**config.mk**
```make
export PLATFORM = sky130hd
export DESIGN_NAME = shift_unit_iter
export DESIGN_NICKNAME = d
export VERILOG_FILES = /design/src/rtl/shift_pkg.sv /design/src/rtl/shift_step.sv /design/src/rtl/shift_unit_iter.sv
export SDC_FILE = /design/constraint.sdc
export NUM_CORES = 1
export LEC_CHECK = 0
export CORE_MARGIN = 8
export CORE_UTILIZATION = 45
export DETAILED_ROUTE_END_ITERATION = 16
export PLACE_DENSITY = 0.73
export SYNTH_ARGS = -nofsm -noshare
export SYNTH_HDL_FRONTEND = slang
export SYNTH_SLANG_ARGS = --single-unit
```
**constraint.sdc**
```tcl
create_clock -name LOGISIM_CLOCK_TREE_0 -period 3.3 [get_ports LOGISIM_CLOCK_TREE_0]
set_clock_uncertainty 0.1 [all_clocks]
set_input_delay 0.495 -clock LOGISIM_CLOCK_TREE_0 [delete_from_list [all_inputs] [get_ports LOGISIM_CLOCK_TREE_0]]
set_output_delay 0.495 -clock LOGISIM_CLOCK_TREE_0 [all_outputs]
set_load 0.01 [all_outputs]
```
**src/rtl/shift_pkg.sv**
```systemverilog
// Shared encodings and width helpers for the iterative shifter.
package shift_pkg;

  typedef enum logic [1:0] {
    SH_LSR = 2'd0,
    SH_ASR = 2'd1,
    SH_ROR = 2'd2,
    SH_RRX = 2'd3
  } mode_t;

  localparam logic DIR_RIGHT = 1'b0;
  localparam logic DIR_LEFT  = 1'b1;

  typedef enum logic [1:0] {
    S_IDLE,
    S_SHIFT,
    S_DONE
  } state_t;

  function automatic int dist_w(input int width);
    return (width > 1) ? $clog2(width) : 1;
  endfunction

  // Per-step amount must be able to represent STEP itself.
  function automatic int amt_w(input int step);
    return $clog2(step) + 1;
  endfunction

endpackage

```
**src/rtl/shift_step.sv**
```systemverilog
// One enabled cycle of shifting: moves a {C,data} word by 0..STEP bits.
// With SHIFT_STICKY_EN, also reports the OR of bits dropped in lsr/asr modes.
module shift_step
  import shift_pkg::*;
#(
  parameter int WIDTH = 32,
  parameter int STEP  = 1,
  parameter int AW    = amt_w(STEP)
) (
  input  logic [WIDTH-1:0] data,
  input  logic             c,
  input  logic [AW-1:0]    amt,
  input  mode_t            mode,
  input  logic             dir,
  output logic [WIDTH-1:0] data_n,
  output logic             c_n
`ifdef SHIFT_STICKY_EN
  ,
  output logic             sticky
`endif
);

  logic bit_out;
  logic fill;

  // Chain of single-bit moves; the carry always tracks the bit that left the word.
  always_comb begin
    data_n  = data;
    c_n     = c;
    bit_out = 1'b0;
    fill    = 1'b0;
`ifdef SHIFT_STICKY_EN
    sticky  = 1'b0;
`endif
    for (int i = 0; i < STEP; i++) begin
      if (i < int'(amt)) begin
        if (dir == DIR_LEFT) begin
          bit_out = data_n[WIDTH-1];
          case (mode)
            SH_ROR:  fill = data_n[WIDTH-1];
            SH_RRX:  fill = c_n;
            default: fill = 1'b0;
          endcase
          data_n = {data_n[WIDTH-2:0], fill};
        end else begin
          bit_out = data_n[0];
          case (mode)
            SH_LSR:  fill = 1'b0;
            SH_ASR:  fill = data_n[WIDTH-1];
            SH_ROR:  fill = data_n[0];
            SH_RRX:  fill = c_n;
            default: fill = 1'b0;
          endcase
          data_n = {fill, data_n[WIDTH-1:1]};
        end
        c_n = bit_out;
`ifdef SHIFT_STICKY_EN
        sticky = sticky | (bit_out & ((mode == SH_LSR) || (mode == SH_ASR)));
`endif
      end
    end
  end

endmodule

```
**src/rtl/shift_unit_iter.sv**
```systemverilog
// Multi-cycle shifter with START/BUSY/DONE handshake, up to STEP bits per tick.
// Define SHIFT_STICKY_EN to add the STICKY output for FP rounding.
module shift_unit_iter
  import shift_pkg::*;
#(
  parameter int WIDTH = 32,
  parameter int STEP  = 1
) (
  input  logic [4:0]               LOGISIM_CLOCK_TREE_0,
  input  logic                     RESET,
  input  logic                     START,
  input  logic [WIDTH-1:0]         OP_IN,
  input  logic [dist_w(WIDTH)-1:0] SHIFT_DISTANCE,
  input  logic [1:0]               SHIFT_FUNC_SEL,
  input  logic                     DIR,
  input  logic                     CIN,
  output logic                     BUSY,
  output logic                     DONE,
  output logic [WIDTH-1:0]         RESULT,
  output logic                     COUT
`ifdef SHIFT_STICKY_EN
  ,
  output logic                     STICKY
`endif
);

  localparam int DW = dist_w(WIDTH);
  localparam int AW = amt_w(STEP);

  logic clk, tick;
  logic unused_clk_bits;
  assign clk  = LOGISIM_CLOCK_TREE_0[4];
  assign tick = LOGISIM_CLOCK_TREE_0[2];
  assign unused_clk_bits = ^{LOGISIM_CLOCK_TREE_0[3], LOGISIM_CLOCK_TREE_0[1:0]};

  state_t            state, state_n;
  logic [DW-1:0]     rem;
  logic [WIDTH-1:0]  data, res;
  logic              carry, cout_r;
  mode_t             mode;
  logic              dir;

  logic              accept, last;
  logic [AW-1:0]     amt;
  logic [WIDTH-1:0]  step_data;
  logic              step_c;
`ifdef SHIFT_STICKY_EN
  logic              step_sticky, sticky_acc, sticky_r;
`endif

  assign accept = START && ((state == S_IDLE) || (state == S_DONE));
  assign amt    = (int'(rem) < STEP) ? AW'(rem) : AW'(STEP);
  assign last   = (rem == DW'(amt));

  shift_step #(.WIDTH(WIDTH), .STEP(STEP), .AW(AW)) u_step (
    .data   (data),
    .c      (carry),
    .amt    (amt),
    .mode   (mode),
    .dir    (dir),
    .data_n (step_data),
    .c_n    (step_c)
`ifdef SHIFT_STICKY_EN
    ,
    .sticky (step_sticky)
`endif
  );

  always_ff @(posedge clk) begin
    if (tick) begin
      if (RESET) state <= S_IDLE;
      else       state <= state_n;
    end
  end

  always_comb begin
    state_n = state;
    case (state)
      S_IDLE, S_DONE: begin
        if (START) state_n = (SHIFT_DISTANCE == '0) ? S_DONE : S_SHIFT;
        else       state_n = S_IDLE;
      end
      S_SHIFT: if (last) state_n = S_DONE;
      default: state_n = S_IDLE;
    endcase
  end

  // RESULT/COUT only change when an operation completes, so they hold through SHIFT.
  always_ff @(posedge clk) begin
    if (tick) begin
      if (RESET) begin
        data   <= '0;
        carry  <= 1'b0;
        rem    <= '0;
        mode   <= SH_LSR;
        dir    <= DIR_RIGHT;
        res    <= '0;
        cout_r <= 1'b0;
`ifdef SHIFT_STICKY_EN
        sticky_acc <= 1'b0;
        sticky_r   <= 1'b0;
`endif
      end else if (accept) begin
        data  <= OP_IN;
        carry <= CIN;
        rem   <= SHIFT_DISTANCE;
        mode  <= mode_t'(SHIFT_FUNC_SEL);
        dir   <= DIR;
`ifdef SHIFT_STICKY_EN
        sticky_acc <= 1'b0;
`endif
        if (SHIFT_DISTANCE == '0) begin
          res    <= OP_IN;
          cout_r <= CIN;
`ifdef SHIFT_STICKY_EN
          sticky_r <= 1'b0;
`endif
        end
      end else if (state == S_SHIFT) begin
        data  <= step_data;
        carry <= step_c;
        rem   <= rem - DW'(amt);
`ifdef SHIFT_STICKY_EN
        sticky_acc <= sticky_acc | step_sticky;
`endif
        if (last) begin
          res    <= step_data;
          cout_r <= step_c;
`ifdef SHIFT_STICKY_EN
          sticky_r <= sticky_acc | step_sticky;
`endif
        end
      end
    end
  end

  assign BUSY   = (state == S_SHIFT);
  assign DONE   = (state == S_DONE);
  assign RESULT = res;
  assign COUT   = cout_r;
`ifdef SHIFT_STICKY_EN
  assign STICKY = sticky_r;
`endif

endmodule
```
==> flow_summary_export.csv, run 1 <==
group,metric,value,unit
grt,grt.met1_usage,17.77,%
grt,antenna_found_initial,0,
flow_run,drv_cap,0,
synthesis,synth_area,3638,um^2
hold_path,min_path_type,"clock port to flop",
clock_tree,cts_tree,"yes",
die,coreArea,8010,um^2
power_and_ir_drop,p_comb_share,32.2,%
routing,viasPerCell,5.583,
synthesis,yosysUniqueCellTypes,34,
layout,layout.cells.non_filler,523,
critical_path,end_kind,"flop",
critical_path,required,3300,ps
timing,worstMarginPinSlew,565.3,ps
timing,holdWs,255.4,ps
placed_design,place_ws,-270.9,ps
layout,fin_nets,454,
die,pin_count,83,
placed_design,hpwl,5626,um
grt,grt_usage,17.74,%
placed_design,gp_congestion,0.7459,
synthesis,synthCells,308,
clock_tree,post_cts_buffers,0,
layout,final_core_utilization,63.56,%
routing,drt_iter0_drc,164,
routing,first_pass_iters,5,
power_and_ir_drop,swShare,35.41,%
timing,setup_ws,826.3,ps
clock_tree,clk_latency,350,ps
grt,grt_use_met3,11.25,%
power_and_ir_drop,powerDensity,1158,nW/um^2
power_and_ir_drop,p_int,0.003807,W
die,die_height,105.9,um
layout,fill_cells,656,
timing,relSlewSlack,62.32,%
critical_path,critPathArrivalTime,2480,ps
timing,slew_violations,0,
routing,ant_nets,0,
routing,via_count,2920,
placed_design,port_buffers,78,
die,start_util,45.42,%
run_status,status,"finished, final reports clean",
die,fp.dieArea,11220,um^2
power_and_ir_drop,pwr-share-seq,36.7,%
grt,grt_pass1_wl,15040,um
layout,multi_input_area,1239,um^2
synthesis,synth.net_count,357,
clock_tree,holdBufCountCts,0,
synthesis,synth_seq_area_share,62.72,%
power_and_ir_drop,p_leak,1.853,nW
power_and_ir_drop,vdd_drop_max,0.6056,mV
clock_tree,clk_pin_slew,80,ps
routing,drt-total-wl,9475,um
timing,hold_viol,0,
grt,grt_max_degree,39,
layout,n_antenna_cell,0,
clock_tree,ctsResizeCount,0,
synthesis,yosysWarnings,0,
grt,overflow,0,
grt,met2_usage,24.49,%
die,die_w,105.9,um
layout,drive_gt1_share,12.20,%
critical_path,crit_path_max_fanout,10,
layout,area_growth,39.92,%
power_and_ir_drop,pwr-share-clk,31.1,%
critical_path,crit_type,"clock port to flop",
die,fp-row-count,33,
power_and_ir_drop,switching_power,0.002087,W
synthesis,synth-seq-cells,76,
synthesis,synth_area_per_cell,11.81,um^2
routing,drcViolationCount,0,
layout,seq_area,2282,um^2
timing,setup_viol,0,
placed_design,post-place-cells,480,
timing,rsz0062_at_grt,"no",
grt,busiest_layer,"met2",
critical_path,start_kind,"clock port",
routing,routedWlPerCell,18.12,um
grt,grt_pass1_vias,3252,
-- Yosys cell counts, drive strengths merged --
cell	number	area (um^2)
edfxtp	76	2282
a21oi	60	300.3
nand2	35	131.4
o21ai	35	175.2
mux2i	33	330.3
buf	13	73.82
clkbuf	9	33.78
nor2	8	30.03
nor2b	8	50.05
inv	4	15.01
and2	3	18.77
nand2b	3	18.77
a22o	2	17.52
a32oi	2	17.52
nor3	2	21.27
a211oi	1	7.510
a21boi	1	7.510
a311oi	1	8.760
a31oi	1	6.260
and3b	1	8.760
ha	1	12.51
mux2	1	11.26
nand3	1	5.000
nor4	1	6.260
o22ai	1	6.260
o31a	1	8.760
o31ai	1	7.510
o41ai	1	8.760
xnor2	1	8.760
xor2	1	8.760
-- critical path, stage by stage --
cell      delay (ps)
clkbuf_8         120
clkbuf_8         130
o21ai_1          160
nor2_1            80
clkbuf_8         160
clkbuf_8         170
-- metrics by stage --
| step | TNS (ps) | cell area, um^2 | power (W) |
|---|---|---|---|
| after global placement | -9891 | 4531 | 0.004226 |
| after detailed placement | -11520 | 4531 | 0.004298 |
| final | 0 | 5091 | 0.005893 |
| after global routing | 0 | 5091 | 0.006268 |
| after floorplan | 0 | 3638 | 0.003491 |
| after CTS | 0 | 5091 | 0.005965 |
-- flip-flops by register name, summed over array words and instances (netlist names) --
name,count
data,32
RESULT,32
state,2
rem,5
COUT,1
mode,2
carry,1
dir,1
-- routing by layer --
metal,vias to the layer above,part of all wire [%]
met5,-,0
met3,30,8.3
li1,1359,-
met2,150,49
met4,0,2.6
met1,1381,40
-- cell type report --
cell class / instances / area share, %
clock inverter: 13 / 3.293
timing repair buffer: 89 / 16.96
clock buffer: 30 / 7.717
multi-input combinational: 206 / 24.33
tap: 105 / 2.580
sequential: 76 / 44.83
inverter: 4 / 0.2949
-- cells by family after synthesis --
family	after synthesis	synth area share [%]
buffers and inverters	26	3.370
adder cells (fa/ha/maj)	1	0.3438
AND/OR/NAND/NOR	62	7.978
multiplexers	34	9.388
XOR/XNOR	2	0.4815
flip-flops	76	62.72
AO/OA/AOI/OAI	107	15.72
-- path summary, 6_finish.rpt --
kind                           start         end  slack, ps  cells past startpoint
min          LOGISIM_CLOCK_TREE_0[2]    state[0]        260                      5
min reg2reg                 data[10]    data[10]        620                      2
max reg2reg                   rem[2]    data[20]       1130                      6
max          LOGISIM_CLOCK_TREE_0[2]  RESULT[17]        830                      6
-- cells in the final DEF, fill, tap and decap left out, types with 3 or more instances in the layout --
master           count
clkinv_1             6
mux2i_1             33
and2_1               3
nand2b_1             3
nor2b_1              8
edfxtp_1            76
buf_4               11
nor2_1               6
inv_1                3
bufinv_16            4
a21oi_1             60
o21ai_1             35
nand2_1             35
clkbuf_8            28
clkdlybuf4s50_1     78
-- power groups by stage --
stage | clock [W] | sequential, W | combinational [W]
after CTS | 0.00190 | 0.00216 | 0.00191
after global routing | 0.00197 | 0.00221 | 0.00209
after global placement | 0.000231 | 0.00217 | 0.00182
after floorplan | 0.000231 | 0.00223 | 0.00103
final | 0.00183 | 0.00216 | 0.00190
after detailed placement | 0.000231 | 0.00219 | 0.00188
Power figures use the tool's default switching activity.
==> run 2: changes to the inputs <==
Clock period 3.3 ns to 2.1 ns, I/O delays scaled along.
==> run 2 against run 1 <==
Net effect:
- clock power grew 54%
- worst hold slack better by 34 ps
- total power grew 58%
- critical endpoint is now BUSY
- register-to-register slack lost 1000 ps
- final area rose by 1.9%
- setup slack worse by 740 ps
- sequential share of layout area shrank 0.83 points
==> flow_summary_export.csv, run 2 (synthesis gave the netlist of run 1 again) <==
group,metric,value,unit
layout,area_growth,42.57,%
power_and_ir_drop,powerDensity,1791,nW/um^2
layout,drive_gt1_share,15.49,%
layout,layout_common_cells,"78 x clkdlybuf4s50_1, 76 x edfxtp_1, 60 x a21oi_1, 35 x nand2_1, 35 x o21ai_1",
placed_design,hpwl,5743,um
timing,worstMarginPinSlew,424.4,ps
timing,finalCritPeriodShare,95.89,%
layout,final_core_utilization,64.76,%
grt,grt_pass1_wl,14460,um
clock_tree,clk_latency,340,ps
layout,fin_nets,463,
grt,grt_max_degree,39,
routing,drt-total-wl,9101,um
power_and_ir_drop,p_leak,1.912,nW
layout,fill_cells,616,
critical_path,r2r_cells,7,
critical_path,start_kind,"flop",
flow_run,drv_cap,0,
die,start_util,45.42,%
critical_path,crit_path_max_fanout,4,
routing,ant_nets,0,
clock_tree,cts_tree,"yes",
placed_design,gp_congestion,0.7512,
run_status,status,"finished, final reports clean",
grt,antenna_found_initial,0,
layout,n_antenna_cell,0,
die,pin_count,83,
timing,slew_violations,0,
die,fp.dieArea,11220,um^2
power_and_ir_drop,pwr-share-clk,30.3,%
placed_design,port_buffers,78,
clock_tree,clk_pin_slew,70,ps
routing,via_count,2864,
timing,rsz0062_at_grt,"no",
power_and_ir_drop,pwr-share-seq,36.3,%
routing,first_pass_iters,6,
layout,layout_commonest_cell,"clkdlybuf4s50_1",
timing,relSlewSlack,71.34,%
hold_path,min_path_cells,5,
placed_design,place_ws,-152.9,ps
hold_path,min_path_type,"clock port to flop",
die,coreArea,8010,um^2
timing,setup_tns,0,ps
power_and_ir_drop,swShare,35.37,%
grt,overflow,0,
routing,drcViolationCount,0,
critical_path,crit_type,"flop to output pin",
critical_path,required,1680,ps
routing,drt_iter0_drc,113,
timing,setup_viol,0,
hold_path,min_to,"state[1]",
timing,min_period,2014,ps
critical_path,end_kind,"output pin",
power_and_ir_drop,vdd_drop_max,0.8947,mV
power_and_ir_drop,finalPower,0.009290,W
power_and_ir_drop,p_comb_share,33.4,%
critical_path,r2r_slack,100,ps
timing,hold_viol,0,
timing,fmax,496.6,MHz
critical_path,reg2reg_to,"mode[1]",
die,fp-row-count,33,
critical_path,critPathArrivalTime,1600,ps
timing,setup_ws,86.41,ps
timing,holdWs,289.0,ps
routing,routedWlPerCell,17.14,um
power_and_ir_drop,switching_power,0.003286,W
power_and_ir_drop,p_int,0.006004,W
grt,grt_pass1_vias,3157,
die,die_height,105.9,um
grt,grt_usage,16.87,%
critical_path,r2r-start,"state[0]",
hold_path,min_from,"LOGISIM_CLOCK_TREE_0[2]",
clock_tree,post_cts_buffers,0,
routing,viasPerCell,5.394,
die,die_w,105.9,um
run 2: cell types whose count changed in the layout (fill, tap and decap cells not counted), sizes merged:
cell,before,now
buf,11,20
bufinv,4,3
clkbuf,30,29
clkinv,7,8
clkinvlp,1,0
inv,5,6
run 2: routing by layer:
layer / up-vias / routed length [um] / global-route usage [%] / share of wire, %
met5: - / 0 / 0 / 0
met4: 0 / 302 / 14.47 / 3.3
met3: 31 / 962 / 12.34 / 11
met2: 147 / 4193 / 23.24 / 46
met1: 1314 / 3643 / 16.64 / 40
li1: 1372 / - / - / -
run 2: layout make-up:
| type | count | area, um^2 | area share [%] |
|---|---|---|---|
| clock buffers | 29 | 389.1 | 7.501 |
| clock inverters | 13 | 152.6 | 2.943 |
| inverters | 4 | 15.01 | 0.2894 |
| multi-input cells | 206 | 1266 | 24.41 |
| flip-flops and latches | 76 | 2282 | 43.99 |
| well taps | 105 | 131.4 | 2.533 |
| repair buffers | 98 | 950.9 | 18.33 |
run 2: per-stage QoR:
step	cell area [um^2]	std cells
2_1_floorplan	3664	308
3_3_place_gp	4636	489
3_5_place_dp	4636	489
4_1_cts	5177	531
5_1_grt	5187	531
6_report	5187	531
run 2: worst max-delay path by stage:
stage,startpoint,end,slack [ps]
final,state[1],BUSY,90
after floorplan,rem[2],COUT,30
after CTS,state[0],mode[1],20
after global routing,state[0],mode[1],0.2
after detailed placement,SHIFT_DISTANCE[2],COUT,-150
after global placement,SHIFT_DISTANCE[2],COUT,-140
run 2: critical path, cell delays in order (launching register included):
cell and delay (ps):
edfxtp_1 390, nand2b_2 270, inv_1 80, clkdlybuf4s50_1 530
run 2: timing repair:
action | in CTS | in global routing
hold endpoints to repair | 0 | 0
endpoints found under the setup margin | 0 | 5
gates resized for setup | 0 | 3
hold buffers | 0 | 0
run 2: power groups by stage:
stage          Sequential, W  Combinational [W]  Clock (W)
2_1_floorplan        0.00351            0.00163   0.000402
3_3_place_gp         0.00341            0.00301   0.000402
3_5_place_dp         0.00343            0.00308   0.000402
4_1_cts              0.00337            0.00311    0.00292
5_1_grt              0.00346            0.00339    0.00304
6_report             0.00337            0.00310    0.00282
==> run 3: changes to the inputs <==
Settings changed: SLEW_MARGIN set to 15.
==> results of run 3 <==
Same layout as run 2: the final DEF is identical, and so are final timing and power.
